## config.mk

```make
export PLATFORM = sky130hd
export DESIGN_NAME = axil_cmd_master
export DESIGN_NICKNAME = d
export VERILOG_FILES = /design/src/rtl/axil_pkg.sv /design/src/rtl/axil_cmd_master.sv
export SDC_FILE = /design/constraint.sdc
export NUM_CORES = 1
export LEC_CHECK = 0
export BUFFER_PORTS_ARGS = -buffer_cell sky130_fd_sc_hd__buf_4
export CAP_MARGIN = 20
export CORE_MARGIN = 4
export CORE_UTILIZATION = 45
export CTS_BUF_LIST = sky130_fd_sc_hd__clkbuf_8
export DETAILED_ROUTE_END_ITERATION = 10
export PLACE_DENSITY = 0.78
export SLEW_MARGIN = 20
export SYNTH_ARGS = -nofsm -noshare
export SYNTH_HDL_FRONTEND = slang
export SYNTH_SLANG_ARGS = --single-unit
```

## constraint.sdc

```tcl
create_clock -name aclk -period 6.54 [get_ports aclk]
set_clock_uncertainty 0.1 [all_clocks]
set_input_delay 0.981 -clock aclk [delete_from_list [all_inputs] [get_ports aclk]]
set_output_delay 0.981 -clock aclk [all_outputs]
set_load 0.05 [all_outputs]
```

## src/rtl/axil_pkg.sv

```systemverilog
// Shared AXI-Lite definitions: response codes and the command-master state encoding.
package axil_pkg;

    localparam logic [1:0] RESP_OKAY   = 2'b00;
    localparam logic [1:0] RESP_EXOKAY = 2'b01;
    localparam logic [1:0] RESP_SLVERR = 2'b10;
    localparam logic [1:0] RESP_DECERR = 2'b11;

    typedef enum logic [2:0] {
        ST_IDLE,
        ST_WR,
        ST_WB,
        ST_RA,
        ST_RD,
        ST_RSP
    } state_e;

endpackage

```

## src/rtl/axil_cmd_master.sv

```systemverilog
// Single-outstanding AXI-Lite initiator: one command in, one AXI-Lite transaction out,
// one response back, with a sticky watchdog flag for responders that never answer.
module axil_cmd_master
    import axil_pkg::*;
#(
    parameter int ADDR_W    = 32,
    parameter int TIMEOUT_W = 12
) (
    input  logic              aclk,
    input  logic              aresetn,
    input  logic              cmdValid,
    output logic              cmdReady,
    input  logic              cmdWrite,
    input  logic [ADDR_W-1:0] cmdAddr,
    input  logic [31:0]       cmdData,
    input  logic [3:0]        cmdStrb,
    output logic              rspValid,
    input  logic              rspReady,
    output logic [31:0]       rspData,
    output logic [1:0]        rspResp,
    output logic              errTimeout,
    input  logic              errClr,
    output logic              awValid,
    input  logic              awReady,
    output logic [ADDR_W-1:0] awAddr,
    output logic              wValid,
    input  logic              wReady,
    output logic [31:0]       wData,
    output logic [3:0]        wStrb,
    input  logic              bValid,
    output logic              bReady,
    input  logic [1:0]        bResp,
    output logic              arValid,
    input  logic              arReady,
    output logic [ADDR_W-1:0] arAddr,
    input  logic              rValid,
    output logic              rReady,
    input  logic [31:0]       rData,
    input  logic [1:0]        rResp
);

    state_e                state_q, state_d;
    logic                  cmd_ready_q, cmd_ready_d;
    logic                  aw_valid_q, aw_valid_d;
    logic                  w_valid_q, w_valid_d;
    logic                  b_ready_q, b_ready_d;
    logic                  ar_valid_q, ar_valid_d;
    logic                  r_ready_q, r_ready_d;
    logic                  rsp_valid_q, rsp_valid_d;
    logic [ADDR_W-1:0]     aw_addr_q, aw_addr_d;
    logic [ADDR_W-1:0]     ar_addr_q, ar_addr_d;
    logic [31:0]           w_data_q, w_data_d;
    logic [3:0]            w_strb_q, w_strb_d;
    logic [31:0]           rsp_data_q, rsp_data_d;
    logic [1:0]            rsp_resp_q, rsp_resp_d;
    logic [TIMEOUT_W-1:0]  wdog_q, wdog_d;
    logic                  err_q, err_d;

    logic              cmd_hs, aw_hs, w_hs, b_hs, ar_hs, r_hs, any_axi_hs, waiting;
    logic [ADDR_W-1:0] cmd_addr_aligned;

    assign cmd_hs     = cmdValid & cmd_ready_q;
    assign aw_hs      = aw_valid_q & awReady;
    assign w_hs       = w_valid_q & wReady;
    assign b_hs       = bValid & b_ready_q;
    assign ar_hs      = ar_valid_q & arReady;
    assign r_hs       = rValid & r_ready_q;
    assign any_axi_hs = aw_hs | w_hs | b_hs | ar_hs | r_hs;
    assign waiting    = (state_q == ST_WR) || (state_q == ST_WB) ||
                        (state_q == ST_RA) || (state_q == ST_RD);

    assign cmd_addr_aligned = cmdAddr & ~ADDR_W'(3);

    always_comb begin
        // NOTE: every _d starts as its _q so no path through the case leaves a latch.
        state_d     = state_q;
        cmd_ready_d = cmd_ready_q;
        aw_valid_d  = aw_valid_q;
        w_valid_d   = w_valid_q;
        b_ready_d   = b_ready_q;
        ar_valid_d  = ar_valid_q;
        r_ready_d   = r_ready_q;
        rsp_valid_d = rsp_valid_q;
        aw_addr_d   = aw_addr_q;
        ar_addr_d   = ar_addr_q;
        w_data_d    = w_data_q;
        w_strb_d    = w_strb_q;
        rsp_data_d  = rsp_data_q;
        rsp_resp_d  = rsp_resp_q;

        unique case (state_q)
            ST_IDLE: begin
                cmd_ready_d = 1'b1;
                if (cmd_hs) begin
                    cmd_ready_d = 1'b0;
                    if (cmdWrite) begin
                        aw_valid_d = 1'b1;
                        w_valid_d  = 1'b1;
                        aw_addr_d  = cmd_addr_aligned;
                        w_data_d   = cmdData;
                        w_strb_d   = cmdStrb;
                        state_d    = ST_WR;
                    end else begin
                        ar_valid_d = 1'b1;
                        ar_addr_d  = cmd_addr_aligned;
                        state_d    = ST_RA;
                    end
                end
            end
            ST_WR: begin
                // AW and W retire independently; B is only accepted once both are gone.
                if (aw_hs) aw_valid_d = 1'b0;
                if (w_hs)  w_valid_d  = 1'b0;
                if (!aw_valid_d && !w_valid_d) begin
                    b_ready_d = 1'b1;
                    state_d   = ST_WB;
                end
            end
            ST_WB: begin
                if (b_hs) begin
                    b_ready_d   = 1'b0;
                    rsp_valid_d = 1'b1;
                    rsp_data_d  = '0;
                    rsp_resp_d  = bResp;
                    state_d     = ST_RSP;
                end
            end
            ST_RA: begin
                if (ar_hs) begin
                    ar_valid_d = 1'b0;
                    r_ready_d  = 1'b1;
                    state_d    = ST_RD;
                end
            end
            ST_RD: begin
                if (r_hs) begin
                    r_ready_d   = 1'b0;
                    rsp_valid_d = 1'b1;
                    rsp_data_d  = rData;
                    rsp_resp_d  = rResp;
                    state_d     = ST_RSP;
                end
            end
            ST_RSP: begin
                if (rspReady) begin
                    rsp_valid_d = 1'b0;
                    cmd_ready_d = 1'b1;
                    state_d     = ST_IDLE;
                end
            end
            default: state_d = ST_IDLE;
        endcase
    end

    // Watchdog only observes; a saturated counter never aborts the transaction.
    always_comb begin
        wdog_d = '0;
        if (waiting && !any_axi_hs) begin
            wdog_d = (wdog_q == '1) ? wdog_q : wdog_q + TIMEOUT_W'(1);
        end
        err_d = err_q;
        if (errClr) begin
            err_d = 1'b0;
        end else if (wdog_d == '1) begin
            err_d = 1'b1;
        end
    end

    always_ff @(posedge aclk or negedge aresetn) begin
        if (!aresetn) begin
            state_q     <= ST_IDLE;
            cmd_ready_q <= 1'b0;
            aw_valid_q  <= 1'b0;
            w_valid_q   <= 1'b0;
            b_ready_q   <= 1'b0;
            ar_valid_q  <= 1'b0;
            r_ready_q   <= 1'b0;
            rsp_valid_q <= 1'b0;
            aw_addr_q   <= '0;
            ar_addr_q   <= '0;
            w_data_q    <= '0;
            w_strb_q    <= '0;
            rsp_data_q  <= '0;
            rsp_resp_q  <= RESP_OKAY;
            wdog_q      <= '0;
            err_q       <= 1'b0;
        end else begin
            // NOTE: non-blocking assignments keep every flop sampling pre-edge values.
            state_q     <= state_d;
            cmd_ready_q <= cmd_ready_d;
            aw_valid_q  <= aw_valid_d;
            w_valid_q   <= w_valid_d;
            b_ready_q   <= b_ready_d;
            ar_valid_q  <= ar_valid_d;
            r_ready_q   <= r_ready_d;
            rsp_valid_q <= rsp_valid_d;
            aw_addr_q   <= aw_addr_d;
            ar_addr_q   <= ar_addr_d;
            w_data_q    <= w_data_d;
            w_strb_q    <= w_strb_d;
            rsp_data_q  <= rsp_data_d;
            rsp_resp_q  <= rsp_resp_d;
            wdog_q      <= wdog_d;
            err_q       <= err_d;
        end
    end

    assign cmdReady   = cmd_ready_q;
    assign awValid    = aw_valid_q;
    assign awAddr     = aw_addr_q;
    assign wValid     = w_valid_q;
    assign wData      = w_data_q;
    assign wStrb      = w_strb_q;
    assign bReady     = b_ready_q;
    assign arValid    = ar_valid_q;
    assign arAddr     = ar_addr_q;
    assign rReady     = r_ready_q;
    assign rspValid   = rsp_valid_q;
    assign rspData    = rsp_data_q;
    assign rspResp    = rsp_resp_q;
    assign errTimeout = err_q;

endmodule

```

==> impl_metrics.json, run 1 <==
{
  "status": "complete, no violations",
  "synth_edf_count": 0,
  "die_x_um": 126,
  "r2r_slack_ns": 3.89,
  "synth_area_per_cell_um2": 12.3,
  "dp_hpwl_um": 11800,
  "antenna-diode-count": 0,
  "synth_seq_cells": 153,
  "cts_resized": 0,
  "clockRootBuffer": "clkbuf_8",
  "reg2reg_depth": 6,
  "crit_path_end_kind": "flip-flop",
  "core_um2": 13500,
  "yosys.area.top_type": "dfrtp_1",
  "nFillCells": 1069,
  "initial_core_util": 0.467,
  "power_density_nw_per_um2": 583,
  "viasPerCell": 5.06,
  "synth_top_area_frac": 0.609,
  "async_flop_share": 1.00,
  "worstHoldEndpoint": "rspData[1]",
  "initialDrtViolationCount": 284,
  "cts_tree": "yes",
  "rsz0062_at_grt": "false",
  "critPathLaunchType": "flip-flop",
  "worstHoldStart": "rspData[1]",
  "design_area_um2": 8700,
  "fin_crit_ns": 2.65,
  "r2r-start": "state_q[2]",
  "drt-wirelength-per-cell_um": 16.6,
  "fmax_mhz": 377,
  "grt_pass1_wl_um": 25700,
  "hold_buffers": 0,
  "multi_input_area_um2": 2300,
  "seqCellArea_um2": 3830,
  "nNetsFinal": 869,
  "routed_wl_um": 15600,
  "insertion_delay_ns": 0.44,
  "finalCritPeriodShare": 0.406,
  "grt_pass1_vias": 5186,
  "setup_viol": 0,
  "worst_hold_slack_ns": 0.391,
  "yosysMostFrequentCell": "dfrtp_1",
  "max_cap_violations": 0,
  "port_buffers": 250,
  "cts_sinks": 153,
  "peakVddDrop_v": 0.000348,
  "place.gp.congestion": 0.819,
  "clk_pin_slew_ns": 0.07,
  "vias": 4760,
  "crit_required_ns": 6.76,
  "critPathKind": "reg2reg",
  "postCtsSetupRepairBufs": 0,
  "grt_antenna_before_repair": 0,
  "crit_fanout": 47,
  "grt_start_max_net_pins": 93,
  "cts_buffer_depth": 2,
  "placed_cell_area_um2": 8290,
  "synth_top_flop_cell": "dfrtp_1",
  "area_growth_pct": 38.5,
  "netlist_instances": 510,
  "rows": 42,
  "tns_ns": 0,
  "hold_viol": 0,
  "ios": 257,
  "netlist_area_um2": 6280,
  "ant_nets": 0,
  "cts_buffers": 17,
  "critPathArrivalTime_ns": 2.87,
  "r2r_end": "wData[19]",
  "relSlewSlack": 0.449,
  "die_y_um": 126,
  "ys_top_cells_by_count": "153 x dfrtp_1, 79 x nand2_1, 67 x mux2_1",
  "drc": 0,
  "yosysWarningCount": 0,
  "drive_above_1_share": 0.421,
  "first_pass_iters": 4,
  "die_area_um2": 15900,
  "yosysUniqueCellTypes": 52,
  "gr-total-overflow": 0,
  "hp-class": "reg2reg",
  "slew_violations": 0,
  "track_usage": 0.202,
  "tightest_slew_ns": 0.826,
  "ys_top_cells_by_area": "dfrtp_1 61%, mux2_1 12%, mux2_2 5.4%",
  "seq_area_frac_synth": 0.609,
  "p_leak_uw": 0.00418,
  "cts.htree.levels": 4,
  "hold_depth": 2
}
[sequential cells by signal (all words and copies together) (netlist names), 2 cells and up]
register,flops
arAddr,30
awAddr,30
wData,32
wdog_q,12
wStrb,4
rspResp,2
state_q,3
rspData,32
[how the worst max path moves through the flow]
stage,start,endpoint
floorplan,awReady,errTimeout
global placement,awReady,errTimeout
detailed placement,cmdValid,wData[19]
CTS,state_q[2],awAddr[11]
global route,state_q[2],awAddr[11]
finish,state_q[2],wData[19]
[logic make-up (layout without fill, tap and decap cells)]
kind of cell,Yosys count,after routing,share of synthesized area
multiplexers,101,101,0.180
AO/OA/AOI/OAI,68,68,0.0653
buffers and inverters,40,292,0.0299
flip-flops,153,153,0.609
AND/OR/NAND/NOR,140,140,0.105
other,1,4,0.000597
XOR/XNOR,6,6,0.00836
adder cells (fa/ha/maj),1,1,0.00199
[per-layer routing]
layer  vias to the layer above  GRT usage  wire length (µm)
li1                       2233          -                 -
met1                      2345      0.216              5520
met2                       157      0.356              8450
met3                        25     0.0851              1320
met4                         0     0.0726               306
met5                         -          0                 0
[stage by stage]
stage          power (µW)  std cells  setup WS [ns]  utilization
3_5_place_dp         4390        910           3.50        0.616
2_1_floorplan        3470        513           4.01            -
3_3_place_gp         4310        910           3.55        0.616
6_report             5070        941           3.89        0.647
4_1_cts              5130        941           3.81        0.647
5_1_grt              5340        941           3.62        0.647
[cell usage in the layout (no fill, tap or decap), types with 5 or more instances in the layout]
cell type	n
a31oi_1	6
nand2_1	78
mux2_1	67
inv_1	8
and2_1	6
nor2_1	18
a21oi_1	7
nor3_1	5
dfrtp_1	153
clkbuf_8	21
nand3_1	8
o21ai_1	34
buf_4	254
mux2_2	30
[power breakdown]
part           total [µW]  switching [µW]  internal, µW  leakage (µW)
logic                2750            1910           840       0.00203
registers            1580             241          1340       0.00193
clock network         739             328           411      0.000220
total                5070            2480          2590       0.00418
[final cells by class]
type / instances / share of cell area
Clock buffer: 21 / 0.0332
Clock inverter: 10 / 0.0144
Inverter: 6 / 0.00259
Multi-Input combinational cell: 320 / 0.264
Sequential cell: 153 / 0.440
Tap cell: 176 / 0.0253
Timing Repair Buffer: 255 / 0.220
[worst max-delay path: stages, from the launching register on]
cell and delay [ns]:
dfrtp_1 0.59, nor2_1 0.18, inv_1 0.15, nor2_1 0.08, nand2_2 0.42, buf_4 0.60
mux2_1 0.39
Power figures use the tool's default switching activity.
==> run 2, diff against run 1 <==
clock period = 2.8 ns   (was 6.54 ns; I/O delays follow)
==> impl_metrics.json, run 2 (synthesized netlist as in run 1, its figures left out) <==
{
  "status": "complete, no violations",
  "port_buffers": 250,
  "reg2reg_depth": 6,
  "grt_pass1_wl_um": 25800,
  "slew_violations": 0,
  "gr-total-overflow": 0,
  "pre_cts_slack_ns": 0.317,
  "initial_core_util": 0.467,
  "max_cap_violations": 0,
  "tightest_slew_ns": 0.706,
  "max_stage_delay_ns": 0.48,
  "critPathLaunchType": "flip-flop",
  "track_usage": 0.204,
  "worstHoldEndpoint": "errTimeout",
  "initialDrtViolationCount": 287,
  "finalCritPeriodShare": 0.906,
  "postCtsSetupRepairBufs": 0,
  "rsz0062_at_grt": "false",
  "crit_path_end_kind": "flip-flop",
  "grt_start_max_net_pins": 67,
  "crit_fanout": 9,
  "cts_tree": "yes",
  "hold_depth": 2,
  "internal_power_uw": 6200,
  "power_density_nw_per_um2": 1370,
  "insertion_delay_ns": 0.44,
  "routed_wl_um": 16000,
  "rows": 42,
  "critPathKind": "reg2reg",
  "r2r_slack_ns": 0.26,
  "grt_antenna_before_repair": 0,
  "cts_buffer_depth": 2,
  "dp_hpwl_um": 12100,
  "layout_commonest_cell": "buf_4",
  "p_sw_uw": 5830,
  "drc": 0,
  "place.gp.congestion": 0.803,
  "utilization": 0.655,
  "nFillCells": 1051,
  "crit_chain": "ha_1 -> and4_4 -> nand4_4 -> a2111oi_2 -> or4b_1 -> o32ai_1",
  "area_growth_pct": 40.2,
  "die_area_um2": 15900,
  "drive_above_1_share": 0.426,
  "cts_resized": 0,
  "grt_pass1_vias": 5138,
  "hold_buffers": 1,
  "path_buf_inv": 0,
  "vias": 4801,
  "relSlewSlack": 0.528,
  "r2r-start": "wdog_q[0]",
  "ant_nets": 0,
  "fmax_mhz": 394,
  "critPathTopFamily": "simple AND/OR/NAND/NOR gates",
  "hold_viol": 0,
  "seqPwrFrac": 0.305,
  "antenna-diode-count": 0,
  "cts.htree.levels": 4,
  "fin_ws_ns": 0.263,
  "hp-class": "in2reg",
  "cts_sinks": 153,
  "critPathArrivalTime_ns": 2.78,
  "die_x_um": 126,
  "p_leak_uw": 0.00423,
  "r2r_end": "errTimeout",
  "ios": 257,
  "core_um2": 13500,
  "crit_slowest_cell": "or4b_1",
  "clk_pin_slew_ns": 0.08,
  "fin_crit_ns": 2.54,
  "swShare": 0.485,
  "nNetsFinal": 877,
  "most-common-layout-cells": "259 x buf_4, 153 x dfrtp_1, 78 x nand2_1, 67 x mux2_1, 34 x o21ai_1",
  "tns_ns": 0,
  "die_y_um": 126,
  "worstHoldStart": "errClr",
  "drt-wirelength-per-cell_um": 16.9,
  "pwr-share-comb": 0.543,
  "crit_required_ns": 3.05,
  "clock_power_share": 0.152,
  "first_pass_iters": 4,
  "clockRootBuffer": "clkbuf_8",
  "peakVddDrop_v": 0.000755,
  "viasPerCell": 5.06,
  "cts_buffers": 17,
  "setup_viol": 0
}
run 2: changes by cell type in the layout (fill, tap and decap cells not counted), sizes merged:
| cell | change |
|---|---|
| buf | +7 |
| inv | -2 |
| dlygate4sd3 | +1 |
| clkinvlp | -1 |
| clkinv | +1 |
| bufinv | +1 |
run 2: metrics by stage:
stage	cell area (µm²)	hold slack, ns	cells	total power, µW
floorplan	6300	0.0244	513	8100
global placement	8370	0.343	917	10100
detailed placement	8370	0.359	917	10300
CTS	8810	0.0510	948	12200
global route	8810	0.0444	948	12600
finish	8810	0.0782	948	12000
run 2: cell type report:
cell class	count	area, µm²	share of cell area
Tap cell	176	220	0.0250
Timing Repair Buffer	263	2010	0.228
Inverter	6	22.5	0.00256
Multi-Input combinational cell	320	2300	0.261
Clock inverter	9	145	0.0165
Clock buffer	21	289	0.0328
Sequential cell	153	3830	0.435
run 2: metal layers:
layer | GRT usage | up-vias | routed length [µm]
met2 | 0.359 | 171 | 8460
met3 | 0.0830 | 27 | 1310
met5 | 0 | - | 0
met4 | 0.0776 | 0 | 384
met1 | 0.221 | 2343 | 5840
li1 | - | 2260 | -
run 2: worst reg2reg max path, stage by stage, from the launching register on:
cell       delay (ns)
dfrtp_1          0.41
ha_1             0.36
and4_4           0.32
nand4_4          0.18
a2111oi_2        0.36
or4b_1           0.48
o32ai_1          0.23
run 2: how the worst max path moves through the flow:
stage | start | cells after the start | endpoint | slack (ns)
global route | wdog_q[0] | 6 | errTimeout | 0.07
detailed placement | wdog_q[0] | 6 | errTimeout | 0.32
global placement | wdog_q[0] | 6 | errTimeout | 0.40
CTS | wdog_q[0] | 6 | errTimeout | 0.26
floorplan | wdog_q[0] | 7 | errTimeout | 0.58
finish | wdog_q[0] | 6 | errTimeout | 0.26
run 2: power by group through the flow:
| stage | combinational [µW] | sequential, µW | clock (µW) |
|---|---|---|---|
| floorplan | 1310 | 6780 | 0 |
| finish | 6530 | 3680 | 1830 |
| global placement | 6490 | 3650 | 0 |
| detailed placement | 6590 | 3730 | 0 |
| global route | 6850 | 3820 | 1970 |
| CTS | 6600 | 3690 | 1870 |
==> run 3, diff against run 2 <==
HOLD_SLACK_MARGIN = 0.15   (was unset)
==> impl_metrics.json, run 3 (synthesized netlist as in run 1, its figures left out) <==
{
  "clk_pin_slew_ns": 0.08,
  "ios": 257,
  "core_um2": 13500,
  "die_area_um2": 15900,
  "drt-wirelength-per-cell_um": 17.7,
  "most-common-layout-cells": "259 x buf_4, 153 x dfrtp_1, 105 x dlygate4sd3_1, 78 x nand2_1, 67 x mux2_1",
  "max_cap_violations": 0,
  "cts_tree": "yes",
  "crit_required_ns": 3.05,
  "finalCritPeriodShare": 0.901,
  "crit_fanout": 9,
  "first_pass_iters": 5,
  "hp-class": "in2reg",
  "grt_start_max_net_pins": 67,
  "globalRouteMet2Util": 0.422,
  "cts_sinks": 153,
  "cts_resized": 0,
  "critPathLaunchType": "flip-flop",
  "placed_cell_area_um2": 8370,
  "gr-total-overflow": 0,
  "slew_violations": 0,
  "max_stage_delay_ns": 0.47,
  "top_usage_layer": "met2",
  "nNetsFinal": 981,
  "area_growth_pct": 56.7,
  "status": "complete, no violations",
  "track_usage": 0.238,
  "insertion_delay_ns": 0.44,
  "relSlewSlack": 0.505,
  "crit_chain": "ha_1 -> and4_4 -> nand4_4 -> a2111oi_2 -> or4b_1 -> o32ai_1",
  "use_met1": 0.246,
  "fmax_mhz": 396,
  "drive_above_1_share": 0.376,
  "hold_viol": 0,
  "die_y_um": 126,
  "vias": 5378,
  "critPathArrivalTime_ns": 2.77,
  "peakVddDrop_v": 0.000870,
  "dp_hpwl_um": 12100,
  "crit_slowest_cell": "or4b_1",
  "viasPerCell": 5.11,
  "antenna-diode-count": 0,
  "p_leak_uw": 0.00467,
  "design_area_um2": 9850,
  "power_density_nw_per_um2": 1240,
  "critPathKind": "reg2reg",
  "grt_pass1_wl_um": 29800,
  "routed_wl_um": 18700,
  "place.gp.congestion": 0.803,
  "tns_ns": 0,
  "rsz0062_at_grt": "false",
  "layout_commonest_cell": "buf_4",
  "grt_antenna_before_repair": 0,
  "fin_crit_ns": 2.52,
  "tightest_slew_ns": 0.740,
  "cts_buffers": 17,
  "setup_viol": 0,
  "cts_buffer_depth": 2,
  "utilization": 0.732,
  "port_buffers": 250,
  "drc": 0,
  "grt_pass1_vias": 5877,
  "cts.htree.levels": 4,
  "initial_core_util": 0.467,
  "die_x_um": 126,
  "clockRootBuffer": "clkbuf_8",
  "crit_path_end_kind": "flip-flop",
  "use_met3": 0.0762,
  "rows": 42,
  "ant_nets": 0,
  "initialDrtViolationCount": 320
}
## run 3: power by group
part / switching (µW) / internal [µW]
Combinational: 4610 / 2120
Clock: 782 / 1050
Sequential: 572 / 3140
Total: 5960 / 6300
## run 3: metrics by stage
stage                     setup slack [ns]  std cells  hold slack (ns)  total power, µW
after global placement               0.404        917            0.343            10100
after floorplan                      0.581        513           0.0244             8100
final                                0.277       1052            0.207            12300
after detailed placement             0.317        917            0.359            10300
after CTS                            0.261       1051            0.152            12300
after global routing                0.0705       1052            0.188            12800
## run 3: worst paths after layout
path	start	end	slack (ns)	cells after the start
worst max-delay path	wdog_q[0]	errTimeout	0.28	6
worst min-delay path	bValid	bReady	0.21	4
worst max register to register	wdog_q[0]	errTimeout	0.28	6
worst min register to register	awAddr[23]	awAddr[23]	0.40	1
max in group asynchronous	aresetn	arAddr[5]	1.41	3
min in group asynchronous	aresetn	arAddr[26]	0.43	2
## run 3: cell type report
cell class | instances | area, µm²
Sequential cell | 153 | 3830
Fill cell | 865 | 3600
Timing Repair Buffer | 367 | 3050
Multi-Input combinational cell | 320 | 2300
Clock buffer | 21 | 289
Tap cell | 176 | 220
Clock inverter | 9 | 145
Inverter | 6 | 22.5
## run 3: metal layers
metal,share of wire,up-vias
met1,0.35,2621
met5,0,-
met3,0.069,67
met2,0.54,225
met4,0.048,0
li1,-,2465
## run 3: critical path, delay by kind of cell (launching register included)
family                   cells  cell delay [ns]
adder cells (fa/ha/maj)      1             0.36
flip-flops                   1             0.41
AO/OA/AOI/OAI                2             0.58
AND/OR/NAND/NOR              3             0.97
## run 3: what timing repair did
item / CTS / global route
hold buffers: 104 / 1
endpoints found under the hold margin: 195 / 1
setup buffers: 0 / 0
